**config.mk**
```make
export PLATFORM = sky130hd
export DESIGN_NAME = cdc_bus_rx
export DESIGN_NICKNAME = d
export VERILOG_FILES = /design/src/rtl/cdc_bus_pkg.sv /design/src/rtl/sync_ff_chain.sv /design/src/rtl/cdc_bus_rx.sv
export SDC_FILE = /design/constraint.sdc
export NUM_CORES = 1
export LEC_CHECK = 0
export ABC_AREA = 1
export CAP_MARGIN = 10
export CORE_MARGIN = 2
export CORE_UTILIZATION = 43
export CTS_BUF_LIST = sky130_fd_sc_hd__clkbuf_8
export CTS_CLUSTER_DIAMETER = 60
export CTS_CLUSTER_SIZE = 40
export DETAILED_ROUTE_END_ITERATION = 10
export GPL_TIMING_DRIVEN = 0
export PLACE_DENSITY_LB_ADDON = 0.15
export RECOVER_POWER = 25
export SYNTH_ARGS = -nofsm -noshare
export SYNTH_HDL_FRONTEND = slang
export SYNTH_HIERARCHICAL = 1
export SYNTH_SLANG_ARGS = --single-unit
```
**constraint.sdc**
```tcl
create_clock -name des_clk -period 1.2 [get_ports des_clk]
set_clock_uncertainty 0.2 [all_clocks]
set_input_delay 0.36 -clock des_clk [delete_from_list [all_inputs] [get_ports des_clk]]
set_output_delay 0.36 -clock des_clk [all_outputs]
set_load 0.01 [all_outputs]
```
**src/rtl/cdc_bus_pkg.sv**
```systemverilog
// Shared types and limits for the req/ack bus crossing (receiver and matching sender).
package cdc_bus_pkg;

  typedef enum logic [1:0] {
    ST_IDLE = 2'd0,
    ST_HOLD = 2'd1,
    ST_ACK  = 2'd2
  } state_e;

  localparam int SYNC_MIN = 2;
  localparam int SYNC_MAX = 4;

  function automatic bit sync_stages_ok(input int n);
    return (n >= SYNC_MIN) && (n <= SYNC_MAX);
  endfunction

endpackage

```
**src/rtl/sync_ff_chain.sv**
```systemverilog
// Level synchronizer: STAGES flops, async active-high reset to 0; o_q is the last stage.
module sync_ff_chain #(
  parameter int STAGES = 2
) (
  input  logic i_clk,
  input  logic i_rst,
  input  logic i_d,
  output logic o_q
);

  logic [STAGES-1:0] r_sync;

  always_ff @(posedge i_clk or posedge i_rst) begin
    if (i_rst) begin
      r_sync <= '0;
    end else begin
      r_sync <= {r_sync[STAGES-2:0], i_d};
    end
  end

  assign o_q = r_sync[STAGES-1];

endmodule

```
**src/rtl/cdc_bus_rx.sv**
```systemverilog
// Destination end of the four-phase req/ack word crossing: synchronizes req, captures
// the source-held word, offers it with valid/ready and returns a registered ack level.
module cdc_bus_rx
  import cdc_bus_pkg::*;
#(
  parameter int DATA_W      = 8,
  parameter int SYNC_STAGES = 2,
  parameter int CNT_W       = 8
) (
  input  logic              des_clk,
  input  logic              des_rst,
  input  logic              i_req,
  input  logic [DATA_W-1:0] i_data,
  output logic              o_ack,
  output logic [DATA_W-1:0] o_data,
  output logic              o_vld,
  input  logic              i_rdy,
  output logic              o_err,
  output logic [CNT_W-1:0]  o_xfer_cnt
);

  generate
    if (!sync_stages_ok(SYNC_STAGES)) begin : g_bad_sync_stages
      $error("cdc_bus_rx: SYNC_STAGES must be within SYNC_MIN..SYNC_MAX");
    end
  endgenerate

  logic              w_req_s;
  state_e            r_state;
  logic              r_viol;
  logic              r_ack;
  logic              r_vld;
  logic              r_err;
  logic [DATA_W-1:0] r_data;
  logic [CNT_W-1:0]  r_cnt;

  sync_ff_chain #(
    .STAGES (SYNC_STAGES)
  ) u_req_sync (
    .i_clk (des_clk),
    .i_rst (des_rst),
    .i_d   (i_req),
    .o_q   (w_req_s)
  );

  // i_data is only sampled in IDLE with req_s high: the source holds it stable by then.
  always_ff @(posedge des_clk or posedge des_rst) begin
    if (des_rst) begin
      r_state <= ST_IDLE;
      r_viol  <= 1'b0;
      r_ack   <= 1'b0;
      r_vld   <= 1'b0;
      r_err   <= 1'b0;
      r_data  <= '0;
      r_cnt   <= '0;
    end else begin
      r_err <= 1'b0;
      case (r_state)
        ST_IDLE: begin
          if (w_req_s) begin
            r_data  <= i_data;
            r_vld   <= 1'b1;
            r_viol  <= 1'b0;
            r_state <= ST_HOLD;
          end
        end
        ST_HOLD: begin
          // Early req drop is flagged once per transfer; the word is still delivered.
          if (!w_req_s && !r_viol) begin
            r_err  <= 1'b1;
            r_viol <= 1'b1;
          end
          if (r_vld && i_rdy) begin
            r_vld   <= 1'b0;
            r_ack   <= 1'b1;
            r_cnt   <= r_cnt + CNT_W'(1);
            r_state <= ST_ACK;
          end
        end
        ST_ACK: begin
          if (!w_req_s) begin
            r_ack   <= 1'b0;
            r_state <= ST_IDLE;
          end
        end
        default: begin
          r_ack   <= 1'b0;
          r_vld   <= 1'b0;
          r_state <= ST_IDLE;
        end
      endcase
    end
  end

  assign o_ack      = r_ack;
  assign o_data     = r_data;
  assign o_vld      = r_vld;
  assign o_err      = r_err;
  assign o_xfer_cnt = r_cnt;

endmodule

```
==> run metrics, run 1 <==
Adder-Cell Fraction of Synth Area 0.0118; Setup-failing EPs final 39; CP Capture Type output pin; pre-CTS setup slack -560 ps; maxcap violations 0; post-layout util 0.688; r2r setup slk -140 ps; Fmax 0.722 GHz; mux cell area share after synthesis 0; FF+latch area 602 sq um; final setup margin -185 ps; crit path DAT 820 ps; final slew viol count 0; top cells by count, synth 43 x nand2_1, 24 x dfrtp_1, 14 x inv_1; Core Region 2410 sq um; Worst Hold Class register to register; Cells after DPL 172; Synth Instances 112; Pwr Density 2290 nW/um^2; ratio of final minimum period to clock period 1.15; share of the synthesized area in the top cell type 0.565; largest cells by area after synthesis dfrtp_1 57%, nand2_1 15%, inv_1 4.9%; Finished Cell Area 1660 sq um; fin crit period 1380 ps; Vias/cell 4.47; power consumption 3.80 mW; CTS buffer count 3; Synth Area in Compound Gates 0.0188; WP buf/inv 1; vias 894; VDD IR-drop max 0.00143 V; die width 53.7 um; CTS tree done; area grow syn2layout 56.1%; flip-flop and latch count after synthesis 24; Pleak 0.921 nW; violated checks negative setup slack; xor and xnor area share after synthesis 0.0471; Post-Syn Area 1060 sq um; Rows 18; Clock Pin Slew Worst Setup and Hold Paths 90 ps; initial core utilization 0.441; Die Height 53.7 um; CTS max path bufs 2; Die ar. 2880 sq um; critical path class register to output pin; first drt pass iteration count 4; count leader, synth nand2_1; slowest stage delay, CP 410 ps; global-route wire length before repair 3510 um; footprint of the multi-input gates 440 sq um; vias in the first global route 829; Least-Margin Pin Slew 481 ps; endpoints failing hold 0; crit-path leading delay family flip-flops; share of layout cells above drive strength 1 0.441; placed instance area 1420 sq um; leading area contributor after synthesis dfrtp_1; Buffers on Ports 30; GRT Total Usage 0.174; Clk Latency, worst-skew pair 270 ps; IO Pins 31; per-cell routed wire length 10.9 um; Unique masters post-synth 20; NumNets Final 184; Post-Route WL 2170 um; non-filler cells, final 200; dominant synthesized flop cell dfrtp_1; synth warn 6; Slowest cell on crit path dfrtp_1; antenna violations before repair 0; EDFF count, synth 0; Routed Antenna Nets 0; number of remaining DRC errors 0; Hold WS 176 ps; TNS Setup -4660 ps; Critical Path RT 640 ps; CP Max Fanout 2; ys async rst share 1.00; root buf cell clkbuf_8; Mean Syn Cell Area 9.48 sq um; post-synthesis sequential area ratio 0.565; Post-Syn Nets 125; outcome finished with violations; simple-gate share of the synthesized area 0.283; htree depth 1; antenna cells 0; RSZ-0062 raised after global routing true; main combinational cell family by area after synthesis simple AND/OR/NAND/NOR gates; crit start category register; largest net degree at the start of global routing 23; routability cong. 0.767; total congestion overflow 0; cell breakdown of the critical path buf_2; # hold bufs at CTS 0; 1st-iter DRT viols 10; max_slew headroom 0.678; Filler Cell Count 189; DP HPWL 1370 um; clock sinks 24
## worst paths after layout
kind,cells after the start,endpoint,start
max in group asynchronous,2,o_xfer_cnt[3],des_rst
max,1,o_vld,o_vld
min,0,u_req_sync/r_sync[1],u_req_sync/r_sync[0]
max reg2reg,7,o_xfer_cnt[7],o_vld
min reg2reg,0,u_req_sync/r_sync[1],u_req_sync/r_sync[0]
min in group asynchronous,2,u_req_sync/r_sync[1],des_rst
## sequential cells by signal (all words and copies together), names as in the netlist
name	flops
o_data	8
o_xfer_cnt	8
r_state	2
u_req_sync/r_sync	2
o_ack	1
o_err	1
o_vld	1
r_viol	1
## routing by layer
layer / share of wire / vias up / GRT usage
met5: 0 / - / 0
met4: 0.011 / 0 / 0.0769
met3: 0.051 / 4 / 0.0361
met2: 0.53 / 24 / 0.305
met1: 0.40 / 413 / 0.203
li1: - / 453 / -
## cells in the final DEF, fill, tap and decap left out, drive strengths merged
master	n
buf	43
clkbuf	4
o21ai	2
nand3	3
clkinvlp	1
dfrtp	24
nor3	1
dlygate4sd2	1
inv	16
xnor2	2
xor2	2
dlygate4sd3	2
a21oi	2
bufinv	1
nand2	47
clkdlybuf4s50	8
nor2	7
ha	1
nand4	3
## cell families (layout without fill, tap and decap cells)
kind of cell    count (synthesis)  count (layout)
buf+inv                        18              76
fa+ha+maj                       1               1
compound gates                  4               4
simple gates                   61              61
flops                          24              24
xor+xnor                        4               4
## where the power goes
part	switching (mW)	internal [mW]
clock network	0.264	0.446
logic	0.920	0.891
registers	0.168	1.11
## what timing repair did
item | 4_1_cts | 5_1_grt
cloned | 1 | 0
pin swaps | 5 | 5
resized for setup | 92 | 6
buffers inserted | 22 | 1
setup endpoints to repair | 62 | 41
## area by class of cell
class	instances	share of cell area
flip-flops and latches	24	0.363
multi-input cells	70	0.266
repair buffers	54	0.253
inverters	17	0.0438
clock buffers	3	0.0249
well taps	30	0.0226
clock inverters	1	0.0181
plain buffers	1	0.00906
Power figures use the tool's default switching activity.
==> inputs of run 2 (changes only) <==
--- a/config.mk
+++ b/config.mk
@@ -11,11 +11,12 @@
 export CORE_UTILIZATION = 43
 export CTS_BUF_LIST = sky130_fd_sc_hd__clkbuf_8
 export CTS_CLUSTER_DIAMETER = 60
-export CTS_CLUSTER_SIZE = 40
+export CTS_CLUSTER_SIZE = 24
 export DETAILED_ROUTE_END_ITERATION = 10
 export GPL_TIMING_DRIVEN = 0
 export PLACE_DENSITY_LB_ADDON = 0.15
 export RECOVER_POWER = 25
+export SETUP_SLACK_MARGIN = 0.15
 export SYNTH_ARGS = -nofsm -noshare
 export SYNTH_HDL_FRONTEND = slang
 export SYNTH_HIERARCHICAL = 1
==> run 2 against run 1 <==
Against the previous run: the run still ends with negative setup slack left; critical path depth unchanged; flip-flop and latch count unchanged; combinational power increased by 8%; largest power group unchanged; highest routed layer unchanged.
==> run metrics, run 2 (synthesis gave the netlist of run 1 again) <==
outcome finished with violations (unchanged); violated checks negative setup slack (unchanged); cell breakdown of the critical path buf_2 (unchanged); vias in the first global route 898 (was 829); most frequent cells in the layout 38 x nand2_1, 23 x dfrtp_1, 21 x buf_4 (was 40 x nand2_1, 23 x dfrtp_1, 20 x buf_4); first drt pass iteration count 2 (was 4); Routed Antenna Nets 0 (unchanged); number of remaining DRC errors 0 (unchanged); Core Region 2410 sq um (unchanged); Die Height 53.7 um (unchanged); Critical Path RT 640 ps (about the same); clock sinks 24 (unchanged); Gate power share 0.515 (was 0.477); routability cong. 0.766 (was 0.767); initial core utilization 0.441 (unchanged); Clock Pin Slew Worst Setup and Hold Paths 90 ps (about the same); CTS buffer count 3 (unchanged); CTS max path bufs 2 (unchanged); crit start category register (unchanged); Die ar. 2880 sq um (unchanged); antenna cells 0 (unchanged); Rows 18 (unchanged); maxcap violations 0 (unchanged); crit path DAT 820 ps (about the same); Fmax 0.723 GHz (was 0.722 GHz); Hold WS 164 ps (was 176 ps); per-cell routed wire length 11.5 um (was 10.9 um); DP HPWL 1390 um (was 1370 um); area grow syn2layout 59.6% (was 56.1%); Pleak 0.925 nW (was 0.921 nW); VDD IR-drop max 0.00138 V (was 0.00143 V); antenna violations before repair 0 (unchanged); max_slew headroom 0.819 (was 0.678); slowest stage delay, CP 410 ps (about the same); die width 53.7 um (unchanged); Vias/cell 4.62 (was 4.47); Setup-failing EPs final 40 (was 39); crit-path leading delay family flip-flops (unchanged); FF+latch area 602 sq um (unchanged); sequential share of power 0.340 (was 0.336); # hold bufs at CTS 0 (unchanged); power consumption 3.79 mW (was 3.80 mW); Clk Latency, worst-skew pair 270 ps (about the same); Slowest cell on crit path dfrtp_1 (unchanged); RSZ-0062 raised after global routing true (unchanged); WP buf/inv 1 (unchanged); Worst Hold Class register to register (unchanged); critical path class register to output pin (unchanged); ratio of final minimum period to clock period 1.15 (about the same); Sw Pwr 1.40 mW (was 1.35 mW); vias 943 (was 894); htree depth 1 (unchanged); global-route wire length before repair 3640 um (was 3510 um); P_int 2.39 mW (was 2.44 mW); commonest non-fill, non-tap cell in the layout nand2_1 (unchanged); CP Max Fanout 2 (unchanged); final setup margin -183 ps (was -185 ps); GRT Total Usage 0.176 (was 0.174); fin crit period 1380 ps (about the same); sw frac 0.369 (was 0.356); CP Capture Type output pin (unchanged); Post-Route WL 2360 um (was 2170 um); Clk pwr share 0.145 (was 0.187); CTS tree done (unchanged); largest net degree at the start of global routing 23 (unchanged); footprint of the multi-input gates 457 sq um (was 440 sq um); Filler Cell Count 185 (was 189); Pwr Density 2240 nW/um^2 (was 2290 nW/um^2); root buf cell clkbuf_8 (unchanged); NumNets Final 188 (was 184); Least-Margin Pin Slew 271 ps (was 481 ps); 1st-iter DRT viols 11 (was 10); Buffers on Ports 30 (unchanged); endpoints failing hold 0 (unchanged); IO Pins 31 (unchanged); share of layout cells above drive strength 1 0.466 (was 0.441); final slew viol count 0 (unchanged); total congestion overflow 0 (unchanged)
-- run 2: changes by cell type in the layout (fill, tap and decap cells not counted), sizes merged --
cell	change
buf	+3
clkinvlp	+1
bufinv	-1
clkbuf	+1
-- run 2: final timing paths --
path	slack, ps	from	endpoint	cells after the start
min reg2reg	160	u_req_sync/r_sync[0]	u_req_sync/r_sync[1]	0
max in group asynchronous	190	des_rst	o_xfer_cnt[3]	2
max	-180	o_vld	o_vld	1
min	160	u_req_sync/r_sync[0]	u_req_sync/r_sync[1]	0
min in group asynchronous	320	des_rst	u_req_sync/r_sync[0]	2
max reg2reg	-160	o_vld	o_ack	7
-- run 2: power groups by stage --
stage                     sequential (mW)  clock (mW)  combinational [mW]
after floorplan                      1.45           0               0.652
after global placement               1.35           0                1.38
after detailed placement             1.36           0                1.41
after CTS                            1.28       0.563                1.76
after global routing                 1.32       0.605                2.13
final                                1.29       0.550                1.96
-- run 2: area by class of cell --
cell class | count | area share
Inverter | 17 | 0.0428
Timing Repair Buffer | 57 | 0.265
Tap cell | 30 | 0.0221
Sequential cell | 24 | 0.355
Clock buffer | 4 | 0.0325
Timing Repair inverter | 1 | 0.00443
Buffer | 1 | 0.00886
Multi-Input combinational cell | 70 | 0.269
-- run 2: through the flow --
stage	cells	util	setup slack, ps	TNS (ps)	instance area (sq um)
6_report	204	0.704	-183	-4800	1700
5_1_grt	204	0.704	-229	-6840	1700
4_1_cts	198	0.673	-199	-4350	1620
2_1_floorplan	112	-	-87.7	-770	1080
3_3_place_gp	172	0.588	-541	-21560	1420
3_5_place_dp	172	0.588	-546	-22660	1420
-- run 2: metal layers --
layer  up-vias  global-route usage  share of wire
met1       452               0.184           0.40
li1        462                   -              -
met2        25               0.337           0.54
met4         0              0.0812          0.012
met3         4              0.0306          0.049
met5         -                   0              0
-- run 2: timing repair --
action                                  in CTS  in global routing
gates resized for setup                     96                  9
setup buffers                               21                  5
gates cloned                                 1                  1
endpoints found under the setup margin      62                 63
pin swaps                                   11                  4
==> inputs of run 3 (changes only) <==
--- a/config.mk
+++ b/config.mk
@@ -8,15 +8,17 @@
 export ABC_AREA = 1
 export CAP_MARGIN = 10
 export CORE_MARGIN = 2
-export CORE_UTILIZATION = 43
-export CTS_BUF_LIST = sky130_fd_sc_hd__clkbuf_8
+export CORE_UTILIZATION = 54
+export CTS_BUF_LIST = sky130_fd_sc_hd__clkbuf_16
 export CTS_CLUSTER_DIAMETER = 60
 export CTS_CLUSTER_SIZE = 24
 export DETAILED_ROUTE_END_ITERATION = 10
+export DONT_BUFFER_PORTS = 1
 export GPL_TIMING_DRIVEN = 0
 export PLACE_DENSITY_LB_ADDON = 0.15
 export RECOVER_POWER = 25
 export SETUP_SLACK_MARGIN = 0.15
+export SKIP_LAST_GASP = 1
 export SYNTH_ARGS = -nofsm -noshare
 export SYNTH_HDL_FRONTEND = slang
 export SYNTH_HIERARCHICAL = 1
==> run 3 against run 2 <==
Against the previous run: the flow finishes with violations (negative hold slack, negative setup slack); combinational power decreased by 41%; register-to-register slack improved by 20 ps; flip-flop and latch count unchanged; final cell count decreased by 24%; clock-buffer cell count decreased by 1.
==> run metrics, run 3 (synthesis gave the netlist of run 1 again) <==
outcome finished with violations (unchanged); violated checks negative hold slack, negative setup slack (was negative setup slack); Hold WS -207 ps (was 164 ps); Post-Route WL 2070 um (was 2360 um); Pleak 0.730 nW (was 0.925 nW); 1st-iter DRT viols 8 (was 11); global-route wire length before repair 3480 um (was 3640 um); R2R depth 6 (was 7); Clk Latency, worst-skew pair 250 ps (was 270 ps); DP HPWL 1250 um (was 1390 um); CP Capture Type register (was output pin); vias 778 (was 943); IO Pins 31 (unchanged); VDD IR-drop max 0.00169 V (was 0.00138 V); initial core utilization 0.559 (was 0.441); sequential share of power 0.455 (was 0.340); CP endpoint r_viol (was o_vld); Finished Cell Area 1390 sq um (was 1700 sq um); RSZ-0062 raised after global routing true (unchanged); P_int 2.10 mW (was 2.39 mW); WP buf/inv 2 (was 1); largest net degree at the start of global routing 23 (unchanged); r2r setup slk -140 ps (was -160 ps); Pwr Density 2440 nW/um^2 (was 2240 nW/um^2); area grow syn2layout 30.4% (was 59.6%); Critical Path RT 1120 ps (was 640 ps); r2r endpoint r_viol (was o_ack); crit-path leading delay family flip-flops (unchanged); clock sinks 24 (unchanged); Rows 16 (was 18); CP Max Fanout 10 (was 2); most frequent cells in the layout 40 x nand2_1, 16 x dfrtp_1, 12 x inv_1 (was 38 x nand2_1, 23 x dfrtp_1, 21 x buf_4); Buffers on Ports 0 (was 30); Sw Pwr 1.29 mW (was 1.40 mW); placed instance area 1110 sq um (was 1420 sq um); crit start category register (unchanged); cell breakdown of the critical path inv_1 -> nand2_2 -> nor2_4 -> inv_4 -> nand2_1 -> o21ai_0 (was buf_2); Worst R2R Start r_state[0] (was o_vld); number of remaining DRC errors 0 (unchanged); Worst Hold Class input pin to asynchronous set/reset pin (was register to register); routability cong. 0.757 (was 0.766); commonest non-fill, non-tap cell in the layout nand2_1 (unchanged); # hold bufs at CTS 2 (was 0); Die ar. 2340 sq um (was 2880 sq um); Clk pwr share 0.206 (was 0.145); Fmax 0.747 GHz (was 0.723 GHz); first drt pass iteration count 4 (was 2); NumNets Final 143 (was 188); sw frac 0.381 (was 0.369); Routed Antenna Nets 0 (unchanged); Cells after DPL 139 (was 172); antenna cells 0 (unchanged); CTS max path bufs 2 (unchanged); endpoints failing hold 22 (was 0); Setup-failing EPs final 40 (unchanged); maxcap violations 0 (unchanged); Vias/cell 4.99 (was 4.62); die width 48.4 um (was 53.7 um); root buf cell clkbuf_16 (was clkbuf_8); antenna violations before repair 0 (unchanged); Die Height 48.4 um (was 53.7 um); GRT Total Usage 0.190 (was 0.176); CTS buffer count 3 (unchanged); share of layout cells above drive strength 1 0.380 (was 0.466); ratio of final minimum period to clock period 1.12 (was 1.15); final setup margin -140 ps (was -183 ps); htree depth 1 (unchanged); final slew viol count 0 (unchanged); total congestion overflow 0 (unchanged); non-filler cells, final 156 (was 204); fin crit period 1340 ps (was 1380 ps); Gate power share 0.339 (was 0.515); CTS tree done (unchanged); crit path DAT 1260 ps (was 820 ps); WP depth 6 (was 1); max_slew headroom 0.685 (was 0.819); origin of the worst setup path r_state[0] (was o_vld); Least-Margin Pin Slew 471 ps (was 271 ps); Slowest cell on crit path dfrtp_2 (was dfrtp_1); critical path class register to register (was register to output pin); Clock Pin Slew Worst Setup and Hold Paths 60 ps (was 90 ps); per-cell routed wire length 13.2 um (was 11.5 um); Core Region 1900 sq um (was 2410 sq um); vias in the first global route 775 (was 898); slowest stage delay, CP 430 ps (was 410 ps)
run 3: cell types whose count changed in the layout (fill, tap and decap cells not counted), moves of 2 or more:
cell,delta
buf_4,-14
buf_6,-3
clkbuf_16,+3
dfrtp_2,+7
nand2_2,-2
dfrtp_1,-7
nand2_1,+2
clkbuf_8,-4
buf_2,-18
clkdlybuf4s50_1,-8
run 3: layer usage:
layer | part of all wire | GRT usage | up-vias
li1 | - | - | 372
met1 | 0.43 | 0.239 | 378
met2 | 0.51 | 0.319 | 24
met3 | 0.045 | 0.0432 | 4
met4 | 0.013 | 0.0762 | 0
met5 | 0 | 0 | -
run 3: repair_timing:
item,CTS,global route
gates resized for setup,16,12
endpoints found under the setup margin,40,63
pin swaps,7,3
gates cloned,1,0
buffers inserted,8,2
hold endpoints to repair,25,22
run 3: power groups by stage:
| stage | Sequential, mW | Combinational (mW) | Clock (mW) |
|---|---|---|---|
| 4_1_cts | 1.51 | 1.03 | 0.723 |
| 3_5_place_dp | 1.51 | 0.762 | 0 |
| 5_1_grt | 1.58 | 1.29 | 0.760 |
| 6_report | 1.54 | 1.15 | 0.697 |
| 2_1_floorplan | 1.45 | 0.652 | 0 |
| 3_3_place_gp | 1.51 | 0.729 | 0 |
run 3: per-stage QoR:
| step | setup slack (ps) | utilization | hold slack [ps] | setup TNS, ps | total power, mW |
|---|---|---|---|---|---|
| floorplan | -87.7 | - | -98.8 | -770 | 2.11 |
| global placement | -193 | 0.586 | -95.5 | -2570 | 2.24 |
| detailed placement | -219 | 0.586 | -92.3 | -2890 | 2.28 |
| CTS | -145 | 0.704 | -21.5 | -2120 | 3.26 |
| global route | -207 | 0.728 | -171 | -4170 | 3.62 |
| finish | -140 | 0.728 | -207 | -2540 | 3.39 |
run 3: how the worst min path moves through the flow:
stage / startpoint / end / slack (ps) / depth (start not counted)
2_1_floorplan: des_rst / u_req_sync/r_sync[0] / -100 / 1
3_3_place_gp: des_rst / u_req_sync/r_sync[0] / -100 / 1
3_5_place_dp: des_rst / u_req_sync/r_sync[0] / -90 / 1
4_1_cts: des_rst / o_data[0] / -20 / 1
5_1_grt: des_rst / o_data[0] / -170 / 1
6_report: des_rst / o_data[0] / -210 / 1
run 3: layout make-up:
class / count / area (sq um)
clock buffers: 3 / 75.1
plain buffers: 1 / 15.0
multi-input cells: 70 / 440
well taps: 27 / 33.8
flip-flops and latches: 24 / 611
repair buffers: 13 / 131
fillers: 123 / 517
inverters: 17 / 75.1
clock inverters: 1 / 3.75
run 3: worst register-to-register path: stages, from the launching register on:
cell and delay (ps):
dfrtp_2 430, inv_1 80, nand2_2 80, nor2_4 190
inv_4 90, nand2_1 60, o21ai_0 80
